File: config.mk
export PLATFORM = sky130hd
export DESIGN_NAME = fifo_rd_packer
export DESIGN_NICKNAME = d
export VERILOG_FILES = /design/src/rtl/fifo_rd_packer_pkg.sv /design/src/rtl/fifo_rd_packer.sv
export SDC_FILE = /design/constraint.sdc
export NUM_CORES = 1
export LEC_CHECK = 0
export ABC_CLOCK_PERIOD_IN_PS = 3800
export BUFFER_PORTS_ARGS = -buffer_cell sky130_fd_sc_hd__buf_2
export CORE_MARGIN = 5
export CORE_UTILIZATION = 55
export DETAILED_ROUTE_END_ITERATION = 8
export PLACE_DENSITY_LB_ADDON = 0.05
export SLEW_MARGIN = 15
export SYNTH_ARGS = -nofsm -noshare
export SYNTH_HDL_FRONTEND = slang
export SYNTH_SLANG_ARGS = --single-unit
File: constraint.sdc
create_clock -name clk -period 3.8 [get_ports clk]
set_clock_uncertainty 0.2 [all_clocks]
set_input_delay 0.76 -clock clk [delete_from_list [all_inputs] [get_ports clk]]
set_output_delay 0.76 -clock clk [all_outputs]
set_load 0.005 [all_outputs]
File: src/rtl/fifo_rd_packer_pkg.sv
// Shared types and defaults for the FIFO read-side packer.
package fifo_rd_packer_pkg;

  localparam int unsigned DEF_FIFO_WIDTH = 16;
  localparam int unsigned DEF_PACK_RATIO = 4;

  typedef enum logic {FILL, HOLD} pack_state_e;

  typedef logic [DEF_FIFO_WIDTH-1:0] fifo_word_t;

endpackage

File: src/rtl/fifo_rd_packer.sv
// Drains a synchronous FIFO and packs PACK_RATIO words into one valid/ready beat.
// Optional partial-beat flush is enabled by defining PACK_FLUSH_EN.
module fifo_rd_packer
  import fifo_rd_packer_pkg::*;
#(
  parameter int unsigned FIFO_WIDTH = DEF_FIFO_WIDTH,
  parameter int unsigned PACK_RATIO = DEF_PACK_RATIO,
  parameter int unsigned CNT_W      = $clog2(PACK_RATIO + 1)
) (
  input  logic                             clk,
  input  logic                             rst_n,
  input  logic                             fifo_empty,
  input  logic [FIFO_WIDTH-1:0]            fifo_data_out,
  output logic                             fifo_rd_en,
  input  logic                             flush,
  input  logic                             pack_ready,
  output logic                             pack_valid,
  output logic [PACK_RATIO*FIFO_WIDTH-1:0] pack_data,
  output logic [PACK_RATIO-1:0]            pack_keep
);

  localparam int unsigned SUM_W = CNT_W + 1;

  pack_state_e                           state_q, state_d;
  logic [CNT_W-1:0]                      lane_cnt_q, lane_cnt_d;
  logic                                  rd_pend_q, rd_pend_d;
  logic                                  pack_valid_q, pack_valid_d;
  logic [PACK_RATIO-1:0]                 pack_keep_q, pack_keep_d;
  logic [PACK_RATIO-1:0][FIFO_WIDTH-1:0] lanes_q, lanes_d;
  logic                                  rd_en_c;

`ifdef PACK_FLUSH_EN
  logic                  flush_hold_q, flush_hold_d;
  logic [PACK_RATIO-1:0] part_keep_c;

  // Lanes [lane_cnt-1:0] are the ones holding captured words.
  always_comb begin
    part_keep_c = '0;
    for (int unsigned i = 0; i < PACK_RATIO; i++) begin
      part_keep_c[i] = (CNT_W'(i) < lane_cnt_q);
    end
  end

  always_ff @(posedge clk or negedge rst_n) begin
    if (!rst_n) begin
      flush_hold_q <= 1'b0;
    end else begin
      flush_hold_q <= flush_hold_d;
    end
  end
`else
  logic flush_hold_q;
  logic unused_flush;

  assign flush_hold_q = 1'b0;
  assign unused_flush = flush;
`endif

  // Room is counted including the word already in flight from the FIFO.
  assign rd_en_c = !fifo_empty && (state_q == FILL) && !flush_hold_q &&
                   ((SUM_W'(lane_cnt_q) + SUM_W'(rd_pend_q)) < SUM_W'(PACK_RATIO));

  assign fifo_rd_en = rd_en_c && rst_n;

  always_comb begin
    state_d      = state_q;
    lane_cnt_d   = lane_cnt_q;
    rd_pend_d    = rd_en_c;
    pack_valid_d = pack_valid_q;
    pack_keep_d  = pack_keep_q;
    lanes_d      = lanes_q;
`ifdef PACK_FLUSH_EN
    flush_hold_d = flush_hold_q | flush;
`endif

    case (state_q)
      FILL: begin
        if (rd_pend_q) begin
          for (int unsigned i = 0; i < PACK_RATIO; i++) begin
            if (lane_cnt_q == CNT_W'(i)) begin
              lanes_d[i] = fifo_data_out;
            end
          end
          lane_cnt_d = lane_cnt_q + CNT_W'(1);
          if (lane_cnt_d == CNT_W'(PACK_RATIO)) begin
            state_d      = HOLD;
            pack_valid_d = 1'b1;
            pack_keep_d  = '1;
          end
`ifdef PACK_FLUSH_EN
        end else if (flush_hold_q) begin
          // Flush resolves only once no read word is still in flight.
          if (lane_cnt_q != '0) begin
            state_d      = HOLD;
            pack_valid_d = 1'b1;
            pack_keep_d  = part_keep_c;
          end
          flush_hold_d = flush;
`endif
        end
      end
      HOLD: begin
        if (pack_ready) begin
          state_d      = FILL;
          pack_valid_d = 1'b0;
          lane_cnt_d   = '0;
        end
      end
      default: begin
        state_d = FILL;
      end
    endcase
  end

  always_ff @(posedge clk or negedge rst_n) begin
    if (!rst_n) begin
      state_q      <= FILL;
      lane_cnt_q   <= '0;
      rd_pend_q    <= 1'b0;
      pack_valid_q <= 1'b0;
      pack_keep_q  <= '0;
      lanes_q      <= '0;
    end else begin
      state_q      <= state_d;
      lane_cnt_q   <= lane_cnt_d;
      rd_pend_q    <= rd_pend_d;
      pack_valid_q <= pack_valid_d;
      pack_keep_q  <= pack_keep_d;
      lanes_q      <= lanes_d;
    end
  end

  assign pack_valid = pack_valid_q;
  assign pack_keep  = pack_keep_q;
  assign pack_data  = lanes_q;

endmodule
# After elaboration in Yosys (flattened, before gate mapping)
# Cells that the tools add are included.
# word_totals
word_cells	43
inputBits	21
reg_bits	71
# classes
bitwise	1
mux	11
add_sub_neg	2
n_reduce_logical	12
magnitude_cmp	1
n_eq_ne	7
# op_table
op	n
3-bit AND reduction	6
3-bit by 2-bit equality test with 1-bit output (second input constant)	2
1-bit two-way mux	6
3-bit two-way mux	2
3-bit case mux with 2 select lines	1
3-bit by 1-bit adder with 4-bit output	1
4-bit by 3-bit less-than comparator with 1-bit output (second input constant)	1
2-bit != test (second input constant)	2
1-bit case mux with 2 select lines	2
3-bit by 1-bit adder with 3-bit output (second input constant)	1
3-bit by 1-bit equality test with 1-bit output (second input constant)	1
3-bit equality test (second input constant)	1
1-bit logical AND	3
3-bit zero test	1
2-bit by 1-bit != test with 1-bit output (second input constant)	1
2-bit AND reduction	1
1-bit zero test	1
1-bit NOT	1

# Longest topological paths before layout
# Gate-level depths: netlist (run 1).
# logic_depth
word_depth	5
depth_mapped	6
mapped_depth_nobuf	4

# Worst setup path before layout (run 1)
# No wires, ideal clock.
# synth_path
path_type	in2out
from	input fifo_empty
to	output fifo_rd_en
t_arrival_ns	1.321
required_ns	2.840
path_buffers	0
stages	2
setup_slack_ns	1.519
path_cell_list	or3_1 -> a311oi_1
# synth_via
elab_chain_len	4
# synth_rtl
item	line	source
start: declaration	fifo_rd_packer.sv:12	input logic fifo_empty,
1-bit zero test	fifo_rd_packer.sv:60	assign rd_en_c = !fifo_empty && (state_q == FILL) && !flush_hold_q &&
1-bit logical AND (2 in series)	fifo_rd_packer.sv:60	
1-bit logical AND	fifo_rd_packer.sv:63	assign fifo_rd_en = rd_en_c && rst_n;
end: declaration	fifo_rd_packer.sv:14	output logic fifo_rd_en,
# No other way between the ends.

# Worst setup path in the final report (run 1)
# layout_path
from	register state_q
to	output fifo_rd_en
# layout_via
elab_chain_len	4
# layout_rtl
item	line	source
start: declaration	fifo_rd_packer.sv:24	pack_state_e state_q, state_d;
start signal: assignment	fifo_rd_packer.sv:124	state_q <= state_d;
1-bit NOT (no line)	n/a	
1-bit logical AND (2 in series)	fifo_rd_packer.sv:60	
1-bit logical AND	fifo_rd_packer.sv:63	
# No other way between the ends.

==> results of run 1 <==
==> critical path: stages (launching register included) <==
cell and delay (ps):
dfrtp_1 530, or3_1 420, a311oi_1 210, buf_2 160
==> state kept, by name, indices dropped and copies added, names as in the netlist <==
signal / count
rd_pend_q: 1
pack_keep: 1
state_q: 1
pack_data: 64
lane_cnt_q: 3
pack_valid: 1
==> layout make-up <==
type	count	area (um2)	share of cell area
Clock buffer	11	151	0.0409
Clock inverter	5	128	0.0344
Inverter	6	22.5	0.00608
Multi-Input combinational cell	88	1080	0.293
Sequential cell	71	1780	0.479
Tap cell	72	90.1	0.0243
Timing Repair Buffer	90	453	0.122
==> power by group <==
| part | internal (mW) | total, mW | switching (mW) |
|---|---|---|---|
| registers | 1.14 | 1.38 | 0.244 |
| logic | 0.781 | 1.21 | 0.433 |
| clock network | 0.539 | 0.812 | 0.273 |
| total | 2.46 | 3.41 | 0.950 |
==> metal layers <==
layer | track usage | wire [um] | up-vias
li1 | - | - | 797
met5 | 0 | 0 | -
met2 | 0.259 | 2770 | 56
met3 | 0.0530 | 416 | 8
met1 | 0.239 | 2640 | 858
met4 | 0.0777 | 72 | 0
==> kinds of logic after synthesis <==
| logic type | synth area share |
|---|---|
| AND/OR/NAND/NOR | 0.0267 |
| adder cells (fa/ha/maj) | 0.0205 |
| XOR/XNOR | 0.00288 |
| flip-flops | 0.583 |
| multiplexers | 0.289 |
| AO/OA/AOI/OAI | 0.0168 |
| buffers and inverters | 0.0604 |
==> cells in the mapped netlist, types with 2 or more instances <==
cell	number	share of area
and4bb_1	3	0.012
buf_12	3	0.020
buf_4	3	0.0074
buf_6	7	0.026
dfrtp_1	71	0.58
ha_1	5	0.021
inv_1	6	0.0074
mux2_2	28	0.10
mux2_4	37	0.18
nand2_1	3	0.0037
o22ai_1	2	0.0041
==> metrics by stage <==
| stage | utilization | power [mW] | instance area (um2) | setup slack (ps) | hold slack (ps) |
|---|---|---|---|---|---|
| floorplan | - | 2.17 | 3050 | 1520 | 264 |
| global placement | 0.630 | 2.59 | 3430 | 1300 | 284 |
| detailed placement | 0.630 | 2.62 | 3430 | 1300 | 287 |
| CTS | 0.681 | 3.46 | 3710 | 1180 | 305 |
| global route | 0.681 | 3.62 | 3710 | 1120 | 322 |
| finish | 0.681 | 3.41 | 3710 | 1190 | 301 |
==> final timing paths <==
kind                       slack [ps]  depth (start not counted)             to
min                               300                          1  pack_data[55]
max reg2reg                      1430                          4  pack_data[37]
min reg2reg                       300                          1  pack_data[55]
max in group asynchronous        2370                          2  pack_data[11]
max                              1190                          3     fifo_rd_en
min in group asynchronous         440                          2  lane_cnt_q[0]
==> metrics.yaml, run 1 <==
logic_synthesis:
  ys_ff_latch: 71
  ys_warn_count: 0
  avgSynthCellArea_um2: 17.1
  syn-cell-area_um2: 3050
  synth-edff-count: 0
  synthCells: 178
  synth_ff_type: "dfrtp_1"
  syn_nets: 204
  synthArstFlopShare: 1.00
  synthDistinctLibCells: 21
  seq_area_frac_synth: 0.583
clock_tree:
  cts.repair.resized: 0
  cts_buffer_depth: 2
  cts_made_buffers: 9
  cts_setup_buffers: 0
  h-tree-depth: 3
  cts_tree: "done"
  clock_sinks: 71
  cts.clk_slew.worst_paths_ps: 80
  insertion_delay_ps: 330
  cts_root_buffer: "clkbuf_8"
  holdBufCountCts: 0
finish:
  fill_cells: 400
  final_cells: 343
  drive_gt1_frac: 0.638
  layout_commonest_cell: "buf_2"
  layout_common_cells: "buf_2, dfrtp_1, mux2_4, mux2_2, clkbuf_8"
  syn_to_final_growth_pct: 21.7
  final_nets: 292
  n_antenna_cell: 0
sta:
  fin_crit_ps: 2610
  fmax_ghz: 0.384
  finalSetupTns_ps: 0
  slew_violations: 0
  rsz0062_at_grt: "no"
  period_share: 0.686
  finalSetupViolCount: 0
  hold_viol: 0
  worst_pin_slew_ps: 1080
  slew_headroom: 0.278
grt:
  gr-total-overflow: 0
  grt_max_degree: 72
  grt_first_pass_wirelength_um: 9740
  grt_pass1_vias: 1868
  grt_use_total: 0.175
  antenna_found_initial: 0
floorplan:
  start_util: 0.560
  core_region_area_um2: 5440
  io_pins: 91
  dieWidth_um: 84.4
  die_h_um: 84.4
  die_area_um2: 7130
  std_cell_rows: 27
detailed_routing:
  vias: 1719
  route.detailed.drc: 0
  wl_per_cell_um: 17.2
  routed_wirelength_um: 5890
  dr.first_iter.drc_count: 49
  viasPerCell: 5.01
  dr.pass1.iters: 3
  ant_nets: 0
critical_path:
  path_max_fanout: 13
  crit_type: "flop to output pin"
  endpoint_kind: "output pin"
  start_kind: "flop"
  reg2reg_from: "lane_cnt_q[0]"
  critical_path_arrival_ps: 1650
  worstPathRequired_ps: 2840
  setup.worst_path.start: "state_q"
place:
  dp.cells: 327
  numPortBuffers: 89
  dp_hpwl_um: 3930
  gp_congestion: 0.688
job:
  drv_cap: 0
run_status:
  outcome: "finished, final reports clean"
hold_path:
  hp-start: "pack_data[55]"
  hold_path_class: "flop to flop"
pwr:
  irDropWorstVdd_mv: 0.579
  p_leak_nw: 1.87
  powerDensity_nw_per_um2: 919
Power figures use the tool's default switching activity.
==> run 2, diff against run 1 <==
Settings changed: ABC_CLOCK_PERIOD_IN_PS 3800 to 2400, CORE_UTILIZATION 55 to 51.
Clock period 3.8 ns to 2.4 ns, I/O delays scaled along.
==> run 2 against run 1 <==
First-iteration DRC count is 8.2% higher. Via count is 1.1% higher. Power up 51%. Sequential cell count unchanged. Die area increased by 6.9%. Largest cell class unchanged.
==> metrics.yaml, run 2 (same netlist as run 1, synthesis figures left out) <==
critical_path:
  crit_slowest_cell: "dfrtp_1"
  endpoint_kind: "output pin"
  cpPeakStageDelay_ps: 470  # -60 ps
  crit_type: "flop to output pin"
  cp_top_family: "flip-flops"
  path_max_fanout: 9  # -4
  cp_num_cells: 3  # unchanged
  worstPathRequired_ps: 1720  # -1120 ps
  critical_path_arrival_ps: 1600  # -50 ps
  worstPathBufferInverterCount: 1  # unchanged
  r2r_cells: 5  # +1
  start_kind: "flop"
  worstPathCellList: "or3_1, a311oi_1, buf_2"
place:
  numPortBuffers: 89  # unchanged
  dp_hpwl_um: 4130  # +4.9%
  gp_congestion: 0.716  # +4.1%
sta:
  slew_violations: 0  # unchanged
  finalSetupViolCount: 0  # unchanged
  finalSetupTns_ps: 0  # unchanged
  fmax_ghz: 0.440
  slew_headroom: 0.430  # +0.152
  fin_crit_ps: 2280
  worst_pin_slew_ps: 855  # -228 ps
  period_share: 0.948
  hold_viol: 0  # unchanged
  rsz0062_at_grt: "no"
detailed_routing:
  top_layer: "met4"
  viasPerCell: 4.94  # -1.5%
  wl_met3_um: 371  # -11%
  route.detailed.drc: 0  # unchanged
  dr.pass1.iters: 4  # +1
  vias: 1738  # +1.1%
  drt-met1-wl_um: 2710  # +3.0%
  routed_wirelength_um: 5870  # -0.39%
  dr.first_iter.drc_count: 53  # +8.2%
  wl_met2_um: 2680  # -3.2%
  wl_per_cell_um: 16.7  # -2.9%
  ant_nets: 0  # unchanged
finish:
  syn_to_final_growth_pct: 21.3
  multiInputGateArea_um2: 1080  # unchanged
  largest_reg_flops: 64  # unchanged
  regArea_um2: 1780  # unchanged
  fill_cells: 439  # +9.8%
  layout_common_cells: "buf_2, dfrtp_1, mux2_4, mux2_2, clkbuf_8"
  drive_gt1_frac: 0.635  # -0.00300
  layout_commonest_cell: "buf_2"
  final_nets: 298  # +2.1%
  n_antenna_cell: 0  # unchanged
clock_tree:
  cts_root_buffer: "clkbuf_8"
  h-tree-depth: 3  # unchanged
  cts_made_buffers: 9  # unchanged
  clock_sinks: 71  # unchanged
  holdBufCountCts: 0  # unchanged
  insertion_delay_ps: 330  # about the same
  cts_buffer_depth: 2  # unchanged
  cts.repair.resized: 0  # unchanged
  cts.clk_slew.worst_paths_ps: 70  # about the same
  cts_setup_buffers: 0  # unchanged
  cts_tree: "done"
hold_path:
  hold_path_class: "input pin to flop"
  timing.hold.worst_path_depth: 2  # +1
floorplan:
  dieWidth_um: 87.3  # +3.4%
  core_region_area_um2: 5850  # +7.6%
  die_h_um: 87.3  # +3.4%
  io_pins: 91  # unchanged
  start_util: 0.521  # -0.0394
  die_area_um2: 7620  # +6.9%
  std_cell_rows: 28  # +3.7%
grt:
  grt_first_pass_wirelength_um: 9600  # -1.4%
  grt_max_degree: 72  # unchanged
  gr-total-overflow: 0  # unchanged
  grt_use_total: 0.169  # -0.00624
  antenna_found_initial: 0  # unchanged
  grt_pass1_vias: 1791  # -4.1%
job:
  drv_cap: 0  # unchanged
pwr:
  p_leak_nw: 1.87  # +0.20%
  irDropWorstVdd_mv: 0.753  # +30%
  powerDensity_nw_per_um2: 1390  # +51%
  total_power_mw: 5.14  # +51%
run_status:
  outcome: "finished, final reports clean"
## run 2: routing by layer
layer	GRT usage	vias to the layer above
li1	-	813
met4	0.0795	0
met3	0.0416	10
met5	0	-
met1	0.232	860
met2	0.251	55
## run 2: cell type report
cell class | instances | area share
flip-flops and latches | 71 | 0.481
clock buffers | 12 | 0.0366
clock inverters | 4 | 0.0190
repair buffers | 96 | 0.138
inverters | 6 | 0.00610
well taps | 75 | 0.0254
multi-input cells | 88 | 0.294
## run 2: final timing paths
check	to	slack, ps	startpoint
worst max-delay path	fifo_rd_en	120	state_q
worst min-delay path	lane_cnt_q[1]	190	pack_ready
worst max register to register	pack_data[12]	390	lane_cnt_q[0]
worst min register to register	pack_data[50]	300	pack_data[50]
max in group asynchronous	pack_data[35]	1260	rst_n
min in group asynchronous	pack_data[13]	200	rst_n
## run 2: through the flow
step / util / hold WS [ps] / setup WS (ps) / instances / instance area, um2
floorplan: - / -15.6 / 583 / 178 / 3050
global placement: 0.596 / 284 / 427 / 336 / 3490
detailed placement: 0.596 / 290 / 377 / 336 / 3490
CTS: 0.631 / 171 / 97.8 / 352 / 3690
global route: 0.631 / 201 / 39.5 / 352 / 3690
finish: 0.631 / 190 / 125 / 352 / 3690
## run 2: power by group
group | leakage [nW] | switching [mW] | internal (mW)
Clock | 0.104 | 0.408 | 0.583
Combinational | 0.918 | 0.702 | 1.27
Sequential | 0.848 | 0.375 | 1.80
Total | 1.87 | 1.48 | 3.66
